## config.mk

```make
export PLATFORM = sky130hd
export DESIGN_NAME = regfile_wb_arbiter
export DESIGN_NICKNAME = d
export VERILOG_FILES = /design/src/rtl/regfile_wb_arbiter.sv
export SDC_FILE = /design/constraint.sdc
export NUM_CORES = 1
export LEC_CHECK = 0
export BUFFER_PORTS_ARGS = -buffer_cell sky130_fd_sc_hd__buf_2
export CAP_MARGIN = 20
export CORE_MARGIN = 2
export CORE_UTILIZATION = 36
export CTS_CLUSTER_DIAMETER = 40
export CTS_CLUSTER_SIZE = 10
export DETAILED_ROUTE_END_ITERATION = 6
export GPL_TIMING_DRIVEN = 0
export PLACE_DENSITY_LB_ADDON = 0.25
export SLEW_MARGIN = 20
export SYNTH_ARGS = -nofsm -noshare
export SYNTH_HDL_FRONTEND = slang
export SYNTH_SLANG_ARGS = --single-unit
```

## constraint.sdc

```tcl
create_clock -name clk -period 1 [get_ports clk]
set_input_delay 0.1 -clock clk [delete_from_list [all_inputs] [get_ports clk]]
set_output_delay 0.1 -clock clk [all_outputs]
set_load 0.005 [all_outputs]
```

## src/rtl/regfile_wb_arbiter.sv

```systemverilog
// Round-robin write-back arbiter sharing the register-file write port between
// requesters A and B, with a registered write stage and same-cycle read forwarding.
module regfile_wb_arbiter #(
   parameter int DATA_W = 32,
   parameter int ADDR_W = 5
) (
   input  logic              clk,
   input  logic              rst,
   input  logic              a_valid,
   output logic              a_ready,
   input  logic [ADDR_W-1:0] a_rd,
   input  logic [DATA_W-1:0] a_data,
   input  logic              b_valid,
   output logic              b_ready,
   input  logic [ADDR_W-1:0] b_rd,
   input  logic [DATA_W-1:0] b_data,
   output logic              WE3,
   output logic [ADDR_W-1:0] A3,
   output logic [DATA_W-1:0] WD3,
   input  logic [ADDR_W-1:0] rs1,
   input  logic [ADDR_W-1:0] rs2,
   output logic              fwd1_hit,
   output logic              fwd2_hit,
   output logic [DATA_W-1:0] fwd1_data,
   output logic [DATA_W-1:0] fwd2_data
);

   logic r_last;   // 0: A granted most recently, 1: B
   logic w_grant_a;
   logic w_grant_b;
   logic w_xfer_a;
   logic w_xfer_b;

   // On contention the requester not named by r_last wins.
   always_comb begin
      w_grant_a = a_valid & (~b_valid | r_last);
      w_grant_b = b_valid & (~a_valid | ~r_last);
   end

   assign a_ready  = w_grant_a & ~rst;
   assign b_ready  = w_grant_b & ~rst;
   assign w_xfer_a = a_valid & a_ready;
   assign w_xfer_b = b_valid & b_ready;

   // NOTE: non-blocking assignments so every register samples pre-edge values.
   always_ff @(posedge clk) begin
      if (rst) begin
         WE3    <= 1'b0;
         A3     <= '0;
         WD3    <= '0;
         r_last <= 1'b1;
      end else begin
         WE3 <= 1'b0;
         if (w_xfer_a) begin
            A3     <= a_rd;
            WD3    <= a_data;
            WE3    <= (a_rd != '0);
            r_last <= 1'b0;
         end else if (w_xfer_b) begin
            A3     <= b_rd;
            WD3    <= b_data;
            WE3    <= (b_rd != '0);
            r_last <= 1'b1;
         end
      end
   end

   // The array is written at the end of the cycle WE3 is high, so reads in
   // that cycle take the in-flight value from here.
   assign fwd1_hit  = WE3 & (A3 == rs1) & (rs1 != '0);
   assign fwd2_hit  = WE3 & (A3 == rs2) & (rs2 != '0);
   assign fwd1_data = WD3;
   assign fwd2_data = WD3;

endmodule

```

==> metrics.md, run 1 <==
| Metric | Value |
|---|---|
| Tmin final | roughly 1.5 ns |
| CTS root buf | clkbuf_8 |
| Crit path required time | roughly 0.90 ns |
| Hold Buf Count CTS | 0 |
| Rows | 29 |
| CP cell instances | nor4_2 > or3_1 > a211oi_2 > buf_2 |
| Busiest layer in global routing | met2 |
| Port bufs | 193 |
| Largest net degree at the start of global routing | 12 |
| GRT Util Overall | around a fifth |
| Via count | about 2800 |
| First-pass GRT wire length | around 12000 um |
| Overflow after GRT | 0 |
| Sequential fraction of the synthesis area | about 32% |
| Antenna violations before repair | 0 |
| RSZ-0062 raised after global routing | true |
| Failing checks | negative setup slack |
| DRC errors left | 0 |
| Arr. time, crit path | around 1.4 ns |
| Most numerous cell in the Yosys netlist | nand2_1 |
| Slowest cell on crit path | dfxtp_4 |
| Die width | 86.2 um |
| YS warnings | 0 |
| Slew margin rel. | between 70% and 80% |
| Clk buf depth | 2 |
| Leakage power | between 2 and 2.5 nW |
| Pwr Density | ~1100 mW/mm2 |
| Initial Utilization | 37.7% |
| Register bit count reported by yosys | 39 |
| CTS tree | built |
| Yosys top cell by area | dfxtp_1 |
| Worst Max-Slew Pin Slew | roughly 0.42 ns |
| Crit Path Class | reg2out |
| Die Y | 86.2 um |
| Met1 GRT Util | between 20% and 30% |
| Share of cells above drive strength 1 | between 70 and 80% |
| Critical Path Source Type | flop |
| DP Worst Slack | -0.250 ns |
| Fin crit share | 148% |
| Worst path max stage delay | about 0.4 ns |
| Design Power | roughly 4.8 mW |
| Hold_ws | approximately 0.034 ns |
| Area grow syn2layout | 76.9% |
| Fin util | about 67% |
| Mapped Avg Cell Area | about 8.0 um2 |
| Synth top area share | 32.1% |
| CTS Buf Count | 5 |
| H-tree Lvls | 2 |
| Clock Skew | 0.00357 ns |
| CP top delay family | flip-flops |
| Routed wire length | roughly 8600 um |
| Slew Limit Fails | 0 |
| Final setup viols | 43 |
| Fmax | around 680 MHz |
| Syn_nets | approximately 390 |
| DRT Pass-1 Iters | 4 |
| Peak VDD IR | ~0.57 mV |
| Worst setup EP type | primary output |
| I/O pin total | slightly below 200 |
| Detailed Route Iter0 Violations | between 50 and 60 |
| Status | finished, violations left |
| Hold Vio Cnt, Final | 0 |
| Gate Count Post-Synth | approximately 310 |
| CTS clk-pin slew, worst paths | roughly 0.08 ns |
| Setup TNS | -6.16 ns |
| Async set-reset flop share out of synthesis | 0% |
| Final Net Count | between 600 and 700 |
| Antenna-violating nets left | 0 |
| Post-synth top cells | nand2_1, buf_4, dfxtp_1, nand3_1, o211ai_1 |
| Primary FF master, synth | dfxtp_1 |
| Maxcap violations | 0 |
| Fin worst setup slack | -0.480 ns |
| Routing usage on met3 | ~4.4% |
| Worst skew pair latency | slightly below 0.3 ns |
| GP Congestion | 0.715 |
| Synthesized cell area | ~0.0024 mm2 |
| Antenna Cells | 0 |
| Count of cell types in the netlist | 23 |
| Tightest Hold Check Type | in2reg |
| Worst Path Max Fanout | 5 |
| Die Area | ~0.0074 mm2 |
| Vias in the first global route | 2560 |
| Synth top area cells | dfxtp_1, buf_4, nand2_1, o211ai_1, nand3_1 |
| HPWL Detailed | between 5000 and 6000 um |
| Total core area | ~0.0065 mm2 |
| CTS sink count | 39 |
| CP Buf/Inv Count | 1 |
| Post-synth EDFFs | 0 |
| Via-to-Cell Ratio | roughly 4.7 |
| Met2 usage | between 30% and 40% |
| Drt wl/cell | roughly 14 um |
metal layers:
| metal | part of all wire [%] | wire length [um] | up-vias |
|---|---|---|---|
| met5 | 0 | 0 | - |
| met4 | 0.73 | 63 | 0 |
| met3 | 6.7 | 580 | 5 |
| met2 | 52 | 4490 | 113 |
| met1 | 40 | 3490 | 1280 |
| li1 | - | - | 1410 |
registers in the layout, indices dropped and copies added (netlist names):
| name | cells |
|---|---|
| A3 | 5 |
| WD3 | 32 |
| WE3 | 1 |
| r_last | 1 |
cell type report:
class	count	area [um2]
plain buffers	80	658
clock buffers	8	100
fillers	559	2150
multi-input cells	183	1250
flip-flops and latches	39	840
well taps	77	96.3
repair buffers	216	1360
worst paths after layout:
check              from       end  cells after the start  slack [ns]
max               A3[2]  fwd2_hit                      4       -0.48
min          a_data[20]   WD3[20]                      3        0.03
max reg2reg      r_last       WE3                      5       -0.20
min reg2reg     WD3[26]   WD3[26]                      2        0.49
power by group:
| group | leakage (nW) | internal [mW] | switching [mW] |
|---|---|---|---|
| logic | 1.81 | 1.07 | 0.668 |
| clock network | 0.0515 | 0.631 | 0.580 |
| registers | 0.336 | 1.73 | 0.162 |
metrics by stage:
step,instances,cell area (um2)
floorplan,305,2480
global placement,575,3540
detailed placement,575,3540
CTS,598,3990
global route,603,4310
finish,603,4310
worst min-delay path, cell delays in order:
cell and delay (ns):
buf_2 0.08, nand3_2 0.05, o211ai_1 0.07
logic make-up after synthesis:
| group | synth area share, % |
|---|---|
| flops | 32.1 |
| xor+xnor | 2.88 |
| buf+inv | 25.7 |
| compound gates | 15.1 |
| simple gates | 24.3 |
timing repair:
action,4_1_cts,5_1_grt
gates cloned,4,3
endpoints found under the setup margin,70,76
resized for setup,58,63
setup buffers,11,6
pin swaps,33,49
placed cells by master (no fill, tap or decap), types with 5 or more instances in the layout:
cell type / n
buf_2: 187
nand2_1: 80
buf_4: 70
dfxtp_2: 32
nand3_2: 31
o211ai_1: 27
buf_6: 26
o211ai_2: 10
xnor2_1: 8
clkbuf_8: 7
dfxtp_4: 5
nand3_1: 5
buf_8: 5
(Power assumes the default switching activity.)
==> run 2, diff against run 1 <==
ABC_AREA = 1   (was not set)
CORE_UTILIZATION = 38   (was 36)
==> run 2 against run 1 <==
Sequential share of layout area is 2.4 points lower. The flow still finishes with violations (negative setup slack). Combinational power is 32% higher. Worst setup slack better by 0.13 ns. Critical path type is now reg2reg. Sequential power hardly changed. Core utilization is 1.7 points higher.
==> metrics.md, run 2 <==
| Metric | Value |
|---|---|
| Status | finished, violations left |
| Failing checks | negative setup slack |
| Worst skew pair latency | 0.29 ns (about the same) |
| Share of cells above drive strength 1 | 61.7% (-13 points) |
| Final instance area | 0.00499 mm2 (+16%) |
| Worst Max-Slew Pin Slew | 0.526 ns (+0.110 ns) |
| Hold Vio Cnt, Final | 0 (unchanged) |
| DP Worst Slack | -0.300 ns (-0.0506 ns) |
| Design Power | 5.22 mW (+7.6%) |
| DRT Pass-1 Iters | 4 (unchanged) |
| Fin worst setup slack | -0.351 ns (+0.129 ns) |
| Peak VDD IR | 0.546 mV (-4.2%) |
| Top Registers | WD3: 32 flops, A3: 5 flops |
| Placed cell count | 748 (+30%) |
| Slowest cell on crit path | dfxtp_2 |
| Overflow after GRT | 0 (unchanged) |
| CTS clk-pin slew, worst paths | 0.08 ns (about the same) |
| RSZ-0062 raised after global routing | true |
| Maxcap violations | 0 (unchanged) |
| Leakage power | 2.87 nW (+31%) |
| Critical Path Source Type | flop |
| CTS tree | built |
| Most frequent cells in the layout | buf_2, nand2_1, nor2_1 |
| Hold Buf Count CTS | 0 (unchanged) |
| Synth top area share | 27.0% (-5.1 points) |
| Via count | 3587 (+28%) |
| Gate Count Post-Synth | 456 (+50%) |
| HPWL Detailed | 6860 um (+18%) |
| Most numerous cell in the Yosys netlist | nand2_1 |
| Worst path max stage delay | 0.35 ns (-0.04 ns) |
| DRC errors left | 0 (unchanged) |
| First-pass GRT wire length | 15400 um (+25%) |
| Clk buf depth | 2 (unchanged) |
| Pwr Density | 1050 mW/mm2 (-7.1%) |
| Initial Utilization | 39.7% (+2.0 points) |
| Arr. time, crit path | 1.57 ns (+0.19 ns) |
| Via-to-Cell Ratio | 4.61 (-0.99%) |
| Worst Path Max Fanout | 7 (+2) |
| Final setup viols | 43 (unchanged) |
| H-tree Lvls | 2 (unchanged) |
| Crit path required time | 1.22 ns (+0.32 ns) |
| Synth top area cells | dfxtp_1, buf_4, nand2_1, nor2_1, nand3b_1 |
| GP Congestion | 0.813 (+14%) |
| Post-synth top cells | nand2_1, nor2_1, buf_4 |
| Mapped Avg Cell Area | 6.34 um2 (-21%) |
| Vias in the first global route | 3260 (+27%) |
| Setup TNS | -11.85 ns (-5.69 ns) |
| Count of cell types in the netlist | 20 (-13%) |
| Die Area | 0.00832 mm2 (+12%) |
| Tightest Hold Check Type | in2reg |
| CP cell instances | inv_2 > nand2_4 > nand2_4 > buf_8 > buf_12 > buf_12 > buf_8 > nand3b_1 > nand2_1 > nor2_1 |
| Synthesized cell area | 0.00289 mm2 (+19%) |
| Sequential fraction of the synthesis area | 27.0% (-5.1 points) |
| Routed wire length | 10100 um (+17%) |
| CTS sink count | 39 (unchanged) |
| Detailed Route Iter0 Violations | 98 (+72%) |
| Crit Path Class | reg2reg |
| Fillers | 645 (+15%) |
| Antenna-violating nets left | 0 (unchanged) |
| GRT Util Overall | 22.6% (+1.7 points) |
| Rows | 31 (+6.9%) |
| CP top delay family | buffers and inverters |
| Tmin final | 1.35 ns (-0.129 ns) |
| CTS root buf | clkbuf_8 |
| Most flop-heavy register | WD3 |
| Commonest non-fill, non-tap cell in the layout | buf_2 |
| Primary FF master, synth | dfxtp_1 |
| Largest register FFs | 32 (unchanged) |
| CP Buf/Inv Count | 5 (+4) |
| Clock Skew | 0.00616 ns (+0.00259 ns) |
| I/O pin total | 194 (unchanged) |
| Port bufs | 193 (unchanged) |
| Drt wl/cell | 13.0 um (-8.9%) |
| Syn_nets | 544 (+38%) |
| YS warnings | 0 (unchanged) |
| Register bit count reported by yosys | 39 (unchanged) |
| CTS Buf Count | 5 (unchanged) |
| Yosys top cell by area | dfxtp_1 |
| Non-Filler Instances | 778 (+29%) |
| Final Net Count | 766 (+25%) |
| Async set-reset flop share out of synthesis | 0% (unchanged) |
| Area grow syn2layout | 72.6% |
| Post-synth EDFFs | 0 (unchanged) |
| Die Y | 91.2 um (+5.8%) |
| Placed inst area | 0.00401 mm2 (+13%) |
| Fmax | 740 MHz (+9.6%) |
| Antenna violations before repair | 0 (unchanged) |
| Worst setup EP type | flop |
| Slew margin rel. | 65.0% (-7.2 points) |
| Fin util | 68.4% (+1.7 points) |
| Die width | 91.2 um (+5.8%) |
| Slew Limit Fails | 0 (unchanged) |
| Antenna Cells | 0 (unchanged) |
| Hold_ws | 0.0414 ns (+0.00776 ns) |
| Largest net degree at the start of global routing | 12 (unchanged) |
| Total core area | 0.00729 mm2 (+13%) |
| Fin crit share | 135% (-13 points) |
run 2: cell types whose count changed after synthesis, moves of 3 or more:
cell / delta
xnor2_1: -6
inv_1: +16
nand3b_1: +32
nor2_1: +81
o211ai_2: -10
inv_2: +3
nand2_1: +54
o211ai_1: -26
nand3_1: +6
buf_4: +4
run 2: worst reg2reg max path, delay by kind of cell (launching register included):
kind	cells	cell delay (ns)
buf+inv	5	0.57
simple gates	5	0.36
flops	1	0.35
run 2: cells by family (layout without fill, tap and decap cells):
family          Yosys count  count (layout)  synth area share (%)
simple gates            298             298                  45.3
buf+inv                 110             333                  25.6
flops                    39              39                  27.0
compound gates            7               7                  1.47
xor+xnor                  2               2                 0.606
run 2: path summary, 6_finish.rpt:
kind	slack [ns]	cells after the start	end	startpoint
hold reg to reg	0.59	2	r_last	r_last
hold / removal	0.04	3	WE3	a_rd[0]
setup reg to reg	-0.35	10	WD3[20]	r_last
setup / recovery	-0.35	10	WD3[20]	r_last
run 2: final cells by class:
class | instances | area [um2] | share of cell area [%]
sequential | 39 | 853 | 17.1
tap | 99 | 124 | 2.48
timing repair buffer | 217 | 1450 | 29.0
multi-input combinational | 307 | 1600 | 32.1
clock inverter | 1 | 5.00 | 0.100
buffer | 89 | 793 | 15.9
inverter | 19 | 88.8 | 1.78
clock buffer | 7 | 76.3 | 1.53
run 2: report_power, final:
group	switching (mW)	internal [mW]
combinational	0.960	1.33
sequential	0.167	1.73
clock	0.543	0.490
total	1.67	3.55
run 2: per-layer routing:
layer	global-route usage (%)	routed length (um)	vias to the layer above
met5	0	0	-
met4	5.68	114	0
met3	3.57	556	12
met2	41.6	5380	137
met1	27.2	4080	1637
li1	-	-	1801
run 2: timing repair:
action                                  4_1_cts  5_1_grt
gates resized for setup                      77      125
endpoints found under the setup margin       59      105
buffers inserted                             12        8
pin swaps                                    25       34
cloned                                        4        2
